`src/rtl/vga_frame_monitor.sv`:
```
// TinyVGA Pmod receiver: recovers pixel timing from sync edges,
// checks the sync periods and reports a per-frame target-colour bbox.
module vga_frame_monitor #(
  parameter int         H_ACTIVE        = 640,
  parameter int         H_FRONT         = 16,
  parameter int         H_SYNC          = 96,
  parameter int         H_BACK          = 48,
  parameter int         V_ACTIVE        = 480,
  parameter int         V_FRONT         = 10,
  parameter int         V_SYNC          = 2,
  parameter int         V_BACK          = 33,
  parameter int         SYNC_ACTIVE_LOW = 1,
  parameter logic [5:0] TARGET_RGB      = 6'b110000
) (
  input  logic       clk,
  input  logic       rst_n,
  input  logic [7:0] vga_in,
  output logic [9:0] pix_x,
  output logic [9:0] pix_y,
  output logic       pix_active,
  output logic [5:0] pix_rgb,
  output logic       locked,
  output logic       frame_done,
  output logic       bbox_valid,
  output logic [9:0] bbox_x0,
  output logic [9:0] bbox_x1,
  output logic [9:0] bbox_y0,
  output logic [9:0] bbox_y1,
  output logic [7:0] err_count
);

  localparam int H_TOTAL = H_ACTIVE + H_FRONT + H_SYNC + H_BACK;
  localparam int V_TOTAL = V_ACTIVE + V_FRONT + V_SYNC + V_BACK;

  localparam logic [9:0]  HT_M1  = 10'(H_TOTAL - 1);
  localparam logic [9:0]  VT_M1  = 10'(V_TOTAL - 1);
  localparam logic [9:0]  HOFF   = 10'(H_ACTIVE + H_FRONT);
  localparam logic [9:0]  VOFF   = 10'(V_ACTIVE + V_FRONT);
  localparam logic [9:0]  HA     = 10'(H_ACTIVE);
  localparam logic [9:0]  VA     = 10'(V_ACTIVE);
  localparam logic [11:0] GAP_HT = 12'(H_TOTAL);
  localparam logic [11:0] GAP_TO = 12'(2 * H_TOTAL);
  localparam logic        SAL    = (SYNC_ACTIVE_LOW != 0);
  localparam logic [7:0]  IDLE   = {SAL, 3'b000, SAL, 3'b000};

  typedef enum logic [1:0] {
    UNLOCKED,
    HLOCK,
    LOCKED
  } state_t;

  state_t      state, state_n;
  logic [7:0]  s1;
  logic        hs1, vs1, hs2, vs2;
  logic        hs_edge, vs_edge;
  logic [5:0]  rgb1;
  logic [9:0]  h_inc, v_inc;
  logic        wrap;
  logic [11:0] gap;
  logic        v_seen;
  logic        h_bad, v_bad;
  logic        drop, eof, match;
  logic [9:0]  acc_x0, acc_x1;
  logic [9:0]  acc_y0, acc_y1;
  logic        hit;

  assign hs1     = s1[7] ^ SAL;
  assign vs1     = s1[3] ^ SAL;
  assign hs_edge = hs1 & ~hs2;
  assign vs_edge = vs1 & ~vs2;
  assign rgb1    = {s1[0], s1[4], s1[1],
                    s1[5], s1[2], s1[6]};

  always_ff @(posedge clk or negedge rst_n) begin
    if (!rst_n) begin
      s1      <= IDLE;
      hs2     <= 1'b0;
      vs2     <= 1'b0;
      pix_rgb <= 6'd0;
    end else begin
      s1      <= vga_in;
      hs2     <= hs1;
      vs2     <= vs1;
      pix_rgb <= rgb1;
    end
  end

  assign wrap  = !hs_edge && (pix_x == HT_M1);
  assign h_inc = (pix_x == HT_M1) ? 10'd0
                                  : pix_x + 10'd1;
  assign v_inc = !wrap ? pix_y
               : (pix_y == VT_M1) ? 10'd0
               : pix_y + 10'd1;

  always_ff @(posedge clk or negedge rst_n) begin
    if (!rst_n) begin
      pix_x <= 10'd0;
      pix_y <= 10'd0;
    end else begin
      pix_x <= hs_edge ? HOFF : h_inc;
      pix_y <= vs_edge ? VOFF : v_inc;
    end
  end

  // gap saturates high so the first edge never looks periodic
  always_ff @(posedge clk or negedge rst_n) begin
    if (!rst_n) begin
      gap <= 12'hFFF;
    end else if (hs_edge) begin
      gap <= 12'd1;
    end else if (gap != 12'hFFF) begin
      gap <= gap + 12'd1;
    end
  end

  assign h_bad = hs_edge && (h_inc != HOFF);
  assign v_bad = vs_edge && v_seen
              && (v_inc != VOFF);
  assign drop  = (state != UNLOCKED)
              && (h_bad || v_bad
                  || (!hs_edge && gap >= GAP_TO));

  always_comb begin
    state_n = state;
    unique case (state)
      UNLOCKED:
        if (hs_edge && gap == GAP_HT)
          state_n = HLOCK;
      HLOCK:
        if (drop)
          state_n = UNLOCKED;
        else if (vs_edge && v_seen)
          state_n = LOCKED;
      LOCKED:
        if (drop)
          state_n = UNLOCKED;
      default:
        state_n = UNLOCKED;
    endcase
  end

  always_ff @(posedge clk or negedge rst_n) begin
    if (!rst_n) begin
      state     <= UNLOCKED;
      v_seen    <= 1'b0;
      err_count <= 8'd0;
    end else begin
      state <= state_n;
      if (state == UNLOCKED || drop)
        v_seen <= 1'b0;
      else if (vs_edge)
        v_seen <= 1'b1;
      if (drop && err_count != 8'hFF)
        err_count <= err_count + 8'd1;
    end
  end

  assign locked     = (state == LOCKED);
  assign pix_active = locked
                   && (pix_x < HA)
                   && (pix_y < VA);

  assign eof   = locked && !drop && wrap
              && !vs_edge && (v_inc == VA);
  assign match = pix_active
              && (pix_rgb == TARGET_RGB);

  always_ff @(posedge clk or negedge rst_n) begin
    if (!rst_n) begin
      acc_x0     <= 10'h3FF;
      acc_x1     <= 10'd0;
      acc_y0     <= 10'h3FF;
      acc_y1     <= 10'd0;
      hit        <= 1'b0;
      frame_done <= 1'b0;
      bbox_valid <= 1'b0;
      bbox_x0    <= 10'd0;
      bbox_x1    <= 10'd0;
      bbox_y0    <= 10'd0;
      bbox_y1    <= 10'd0;
    end else begin
      frame_done <= eof;
      if (drop || eof) begin
        acc_x0 <= 10'h3FF;
        acc_x1 <= 10'd0;
        acc_y0 <= 10'h3FF;
        acc_y1 <= 10'd0;
        hit    <= 1'b0;
      end else if (match) begin
        if (pix_x < acc_x0) acc_x0 <= pix_x;
        if (pix_x > acc_x1) acc_x1 <= pix_x;
        if (pix_y < acc_y0) acc_y0 <= pix_y;
        if (pix_y > acc_y1) acc_y1 <= pix_y;
        hit <= 1'b1;
      end
      if (drop) begin
        bbox_valid <= 1'b0;
      end else if (eof) begin
        bbox_valid <= hit;
        if (hit) begin
          bbox_x0 <= acc_x0;
          bbox_x1 <= acc_x1;
          bbox_y0 <= acc_y0;
          bbox_y1 <= acc_y1;
        end
      end
    end
  end

endmodule
```
`config.mk`:
```
export PLATFORM = sky130hd
export DESIGN_NAME = vga_frame_monitor
export DESIGN_NICKNAME = d
export VERILOG_FILES = /design/src/rtl/vga_frame_monitor.sv
export SDC_FILE = /design/constraint.sdc
export NUM_CORES = 1
export LEC_CHECK = 0
export BUFFER_PORTS_ARGS = -buffer_cell sky130_fd_sc_hd__buf_2
export CELL_PAD_IN_SITES_DETAIL_PLACEMENT = 2
export CELL_PAD_IN_SITES_GLOBAL_PLACEMENT = 2
export CORE_MARGIN = 5
export CORE_UTILIZATION = 34
export CTS_CLUSTER_DIAMETER = 120
export DETAILED_ROUTE_END_ITERATION = 10
export PLACE_DENSITY_LB_ADDON = 0.1
export SYNTH_ARGS = -nofsm -noshare
export SYNTH_HDL_FRONTEND = slang
export SYNTH_SLANG_ARGS = --single-unit
```
`constraint.sdc`:
```
create_clock -name clk -period 3.35 [get_ports clk]
set_clock_uncertainty 0.05 [all_clocks]
set_input_delay 0.335 -clock clk [delete_from_list [all_inputs] [get_ports clk]]
set_output_delay 0.335 -clock clk [all_outputs]
set_load 0.01 [all_outputs]
```
-- After elaboration in Yosys (flattened, before gate mapping)
Cells that the tools add are included.
- magnitude comparators: 7
- multiplexer cells: 30
- bitwise operators: 7
- $add $sub $neg: 4
- reductions and logical operators: 38
- equal/unequal tests: 14
- operators by type and width (kind ; number):
    2-to-1 mux 10 bit ; 17
    2-to-1 mux 12 bit ; 2
    adder 10 x 1 -> 10 bit, second input constant ; 2
    equality test 10 bit, second input constant ; 2
    greater-than comparator 10 bit ; 2
    less-than comparator 10 bit ; 2
    nonzero test 2 bit ; 9
    logical AND 1 bit ; 15
    adder 12 x 1 -> 12 bit, second input constant ; 1
    equality test 12 x 10 -> 1 bit, second input constant ; 1
    >= comparator 12 x 11 -> 1 bit, second input constant ; 1
    != test 12 bit, second input constant ; 1
    equality test 10 x 9 -> 1 bit, second input constant ; 1
    less-than comparator 10 bit, second input constant ; 1
    less-than comparator 10 x 9 -> 1 bit, second input constant ; 1
    != test 10 bit, second input constant ; 1
    != test 10 x 9 -> 1 bit, second input constant ; 1
    adder 8 x 1 -> 8 bit, second input constant ; 1
    2-to-1 mux 2 bit ; 4
    != test 8 bit, second input constant ; 1
    AND reduction 2 bit ; 4
    equality test 6 bit, second input constant ; 1
    2-to-1 mux 1 bit ; 6
    case mux 2 bit (3 select lines) ; 1
    other kinds (11) ; 22
- word-level logic and storage cells: 121
- register bits: 142
- output and inout port bits: 78
- input port bits: 10

-- Depth between registers and ports, before layout
- depth in word-level cells: 18
- gate-level depth with buffers: 13
- mapped depth without buffers: 10

-- Least setup slack after synthesis
Ideal clock, no wire load.
- kind: reg-to-reg
- start point: register pix_x[1]
- end point: register acc_x0[1]
- setup time: 91 ps
- clock period less this slack: 3209 ps
- stages on the path, launching flop included: 13
- arrival time: 3069 ps
- path slack: 141 ps
- cell sequence: dfrtp_1 -> ha_1 -> nand4_2 -> or4_1 -> clkbuf_2 -> or2_4 -> o31ai_2 -> o211ai_1 -> a221o_1 -> buf_6 -> a21oi_2 -> buf_6 -> o211ai_1
- cells in the longest elaborated chain, start to end: 16
- elaborated cells on any way between the ends: 30
- classes of those cells: 1 x add/sub; 2 x order compare; 4 x eq/ne; 5 x mux; 18 x reduce/logical
- RTL lines (element ; RTL line ; source):
    start, declared ; 18 ; output logic [9:0] pix_x,
    start signal, assigned ; 100 ; pix_x <= hs_edge ? HOFF : h_inc;
    branches (longest 16 deep; another with adder 10 x 1 -> 10 bit) ; n/a ;
    end signal, assigned ; 190 ; if (pix_x < acc_x0) acc_x0 <= pix_x;
    end, declared ; 63 ; logic [9:0] acc_x0, acc_x1;
Several ways; the timed one is not identified. The select of a mux whose other input is x is not followed.
A chain may end at the register's enable or synchronous reset.

-- Worst setup path after layout
- start point: register pix_y[0]
- end point: register acc_y1[9]
- cells in the longest elaborated chain, start to end: 16
- elaborated cells on any way between the ends: 24
- classes of those cells: 1 x add/sub; 2 x order compare; 3 x eq/ne; 3 x mux; 15 x reduce/logical
- RTL lines (element ; RTL line ; source):
    start, declared ; 19 ; output logic [9:0] pix_y,
    start signal, assigned ; 101 ; pix_y <= vs_edge ? VOFF : v_inc;
    adder 10 x 1 -> 10 bit or equality test 10 bit (tied branches) ; 93, 92 ;
    2-to-1 mux 10 bit ; 92 ; : (pix_y == VT_M1) ? 10'd0
    2-to-1 mux 10 bit ; 91 ; assign v_inc = !wrap ? pix_y
    != test 10 x 9 -> 1 bit ; 118 ; && (v_inc != VOFF);
    logical AND 1 bit ; 118 ;
    logical OR 1 bit ; 120 ; && (h_bad || v_bad
    logical OR 1 bit ; 121 ; || (!hs_edge && gap >= GAP_TO));
    logical AND 1 bit ; 120 ;
    zero test 1 bit ; 163 ; assign eof = locked && !drop && wrap
    logical AND 1 bit (2 in series) ; 163 ;
    logical AND 1 bit (2 in series) ; 164 ; && !vs_edge && (v_inc == VA);
    logical OR 1 bit ; 183 ; if (drop || eof) begin
    nonzero test 2 bit (no source line) ; n/a ;
    AND reduction 2 bit (no source line) ; n/a ;
    end signal, assigned ; 193 ; if (pix_y > acc_y1) acc_y1 <= pix_y;
    end, declared ; 64 ; logic [9:0] acc_y0, acc_y1;
Several ways; a longest one is shown, not always the timed one.

==> reports/qor.yml <==
outcome: "finished clean"
critPathRequiredTime_ns: 3.67
yosysTopAreaCellShare_pct: 37.90
vias_per_cell: 5.081
synth_cell_types: 55
worstReg2RegStart: "pix_y[0]"
ys_async_sr_fraction_pct: 100.0
dr.max_layer_used: "met4"
routed_wl_microns: 20620
die_h_microns: 154.8
crit_arrival_ns: 3.43
clock.fmax_mhz: 321.4
peakVddDrop_v: 0.0003634
grt_overflow: 0
fin_crit_ns: 3.111
hpwl_microns: 14760
cts_buffers: 17
max-cap-violations: 0
post-route-period-util_pct: 92.87
hp-class: "register to register"
ys.flop_type: "dfrtp_1"
ys_ff_latch: 142
firstDrtPassIters: 4
grt_first_pass_wirelength_microns: 34830
clk_path_buf_depth: 2
powerDensity_mw_per_mm2: 483.0
syn_avg_cell_area_sq_um: 10.63
met3_length_microns: 728
ys_seq_area_share_pct: 50.43
cts_num_sinks: 142
port_buffers: 87
core_sq_mm: 0.02082
hp-start: "s1[1]"
antenna_found_initial: 0
slowest_stage: "a221o_1"
synth_edf_count: 0
antenna_left: 0
clockRootBuffer: "clkbuf_16"
antennaDiodeCount: 0
netlist_area_sq_mm: 0.007131
cts_tree: "built"
worst_pin_slew_ns: 0.6983
maxSlewViolCount: 0
dp_slack_ns: 0.2583
rows: 53
hold_viol: 0
wl_met2_microns: 10360
yosys.area.top_type: "dfrtp_1"
fin_tns_setup_ns: 0
clk_latency_ns: 0.43
fin_ws_ns: 0.2387
synth_fp_nets: 725
start_util_pct: 34.24
setup_viol: 0
crit_fanout: 21
synth.area.top_cells: "dfrtp_1 38%, dfstp_2 13%, ha_1 7.7%"
htreeDepth: 4
timing.rr.end: "acc_y1[9]"
whs_endpoint: "pix_rgb[3]"
nets: 845
ios: 88
postLayoutCoreUtil_pct: 42.16
rsz0062_at_grt: "false"
ys_top_cells_by_count: "108 x dfrtp_1, 59 x nor2_1, 51 x nand2_1, 49 x inv_1, 44 x ha_1"
routedWlPerCell_microns: 19.11
cp_top_family: "simple AND/OR/NAND/NOR gates"
ff2ff_setup_slack_ns: 0.24
clk_pin_slew_ns: 0.06
reg2regPathDepth: 11
cp_cell_sequence: "inv_1 -> ha_1 -> nor4bb_1 -> and4_1 -> a21oi_1 -> nor4_1 -> o211ai_1 -> a221o_1 -> a21oi_2 -> buf_12 -> and3_1"
crit_buf_inv: 2
end_kind: "register"
cp-start-kind: "register"
wl_met1_microns: 9238
p_leak_nw: 4.258
drive_gt1_share_pct: 30.10
drc_errors: 0
relSlewSlack_pct: 53.45
dpl_cell_area_sq_mm: 0.008063
die_x_microns: 154.8
gp_congestion: 0.7599
track_usage_pct: 18.21
min_path_cells: 0
vias: 5482
max_stage_delay_ns: 0.42
worstSetupPathType: "register to register"
area_growth_pct: 23.13
first_global_vias: 6421
grt_max_degree: 70
power.total_mw: 4.241
drt_iter0_markers: 109
dieArea_sq_mm: 0.02397
synth.most_common_cell: "dfrtp_1"
postSynthCellCount: 671
design_area_sq_mm: 0.008780
synth-warning-count: 0
## repair_timing
action	CTS	global route
resized for setup	0	2
setup endpoints to repair	0	1
buffers inserted	0	0
hold endpoints to repair	61	0
hold buffers	9	0
## cell type report
type / instances / area, sq um
clock buffer: 18 / 439.2
clock inverter: 14 / 178.9
fill: 2244 / 12040
inverter: 49 / 183.9
multi-input combinational: 448 / 3203
sequential: 142 / 3596
tap: 275 / 344.1
timing repair buffer: 133 / 834.6
## registers in the layout, indices dropped and copies added, names as in the netlist, 8 cells and up
register / flops
pix_x: 10
acc_y1: 10
acc_y0: 10
bbox_x1: 10
bbox_y1: 10
pix_y: 10
acc_x0: 10
err_count: 8
gap: 12
bbox_x0: 10
bbox_y0: 10
acc_x1: 10
s1: 8
## worst register-to-register path, delay by kind of cell (launching register included)
kind	cells	cell delay (ns)
buf+inv	2	0.36
flops	1	0.39
compound gates	4	0.90
simple gates	4	1.14
fa+ha+maj	1	0.22
## logic make-up (layout without fill, tap and decap cells)
family	Yosys count	in the layout	synth area share (%)
xor gates and xnor gates	24	24	2.948
and+or+nand+nor	212	212	14.86
muxes	62	62	9.423
DFF	142	142	50.43
adders and majority gates	44	44	7.721
buffers and inverters	81	214	4.808
AOI/OAI and AO/OA	106	106	9.809
## per-stage QoR
stage | hold WS, ns | std cells
global placement | 0.2827 | 1038
floorplan | -0.01059 | 671
detailed placement | 0.2902 | 1038
global route | 0.3130 | 1079
CTS | 0.3029 | 1079
finish | 0.3003 | 1079
## layout by cell type (no fill, tap or decap), drive strengths merged, types with 17 or more instances in the layout
cell type    n
buf        124
dfrtp      108
nor2        59
inv         54
nand2       51
ha          44
mux2        41
dfstp       34
a21oi       29
nand3       23
o211ai      22
mux2i       21
clkbuf      18
o21ai       17
## worst max-delay path by stage
stage | start | endpoint | slack, ns | cells after the start
after floorplan | pix_x[1] | acc_x0[1] | 0.14 | 12
after global placement | pix_x[0] | acc_y1[9] | 0.31 | 10
after detailed placement | pix_x[1] | acc_x1[2] | 0.26 | 10
after CTS | pix_x[1] | acc_y1[4] | 0.20 | 10
after global routing | pix_y[0] | acc_y1[4] | 0.04 | 11
final | pix_y[0] | acc_y1[9] | 0.24 | 11
## where the power goes
group          switching (mW)  leakage, nW  total (mW)  internal (mW)
Combinational           0.246         2.19       0.404          0.158
Sequential             0.0486         1.78        1.83           1.78
Clock                   0.803        0.294        2.01           1.20
Total                    1.10         4.26        4.24           3.14
## metal layers
metal	GRT usage, %	vias up
li1	-	2591
met1	22.95	2797
met2	31.66	76
met3	3.637	18
met4	5.383	0
met5	0	-
Power figures use the tool's default switching activity.
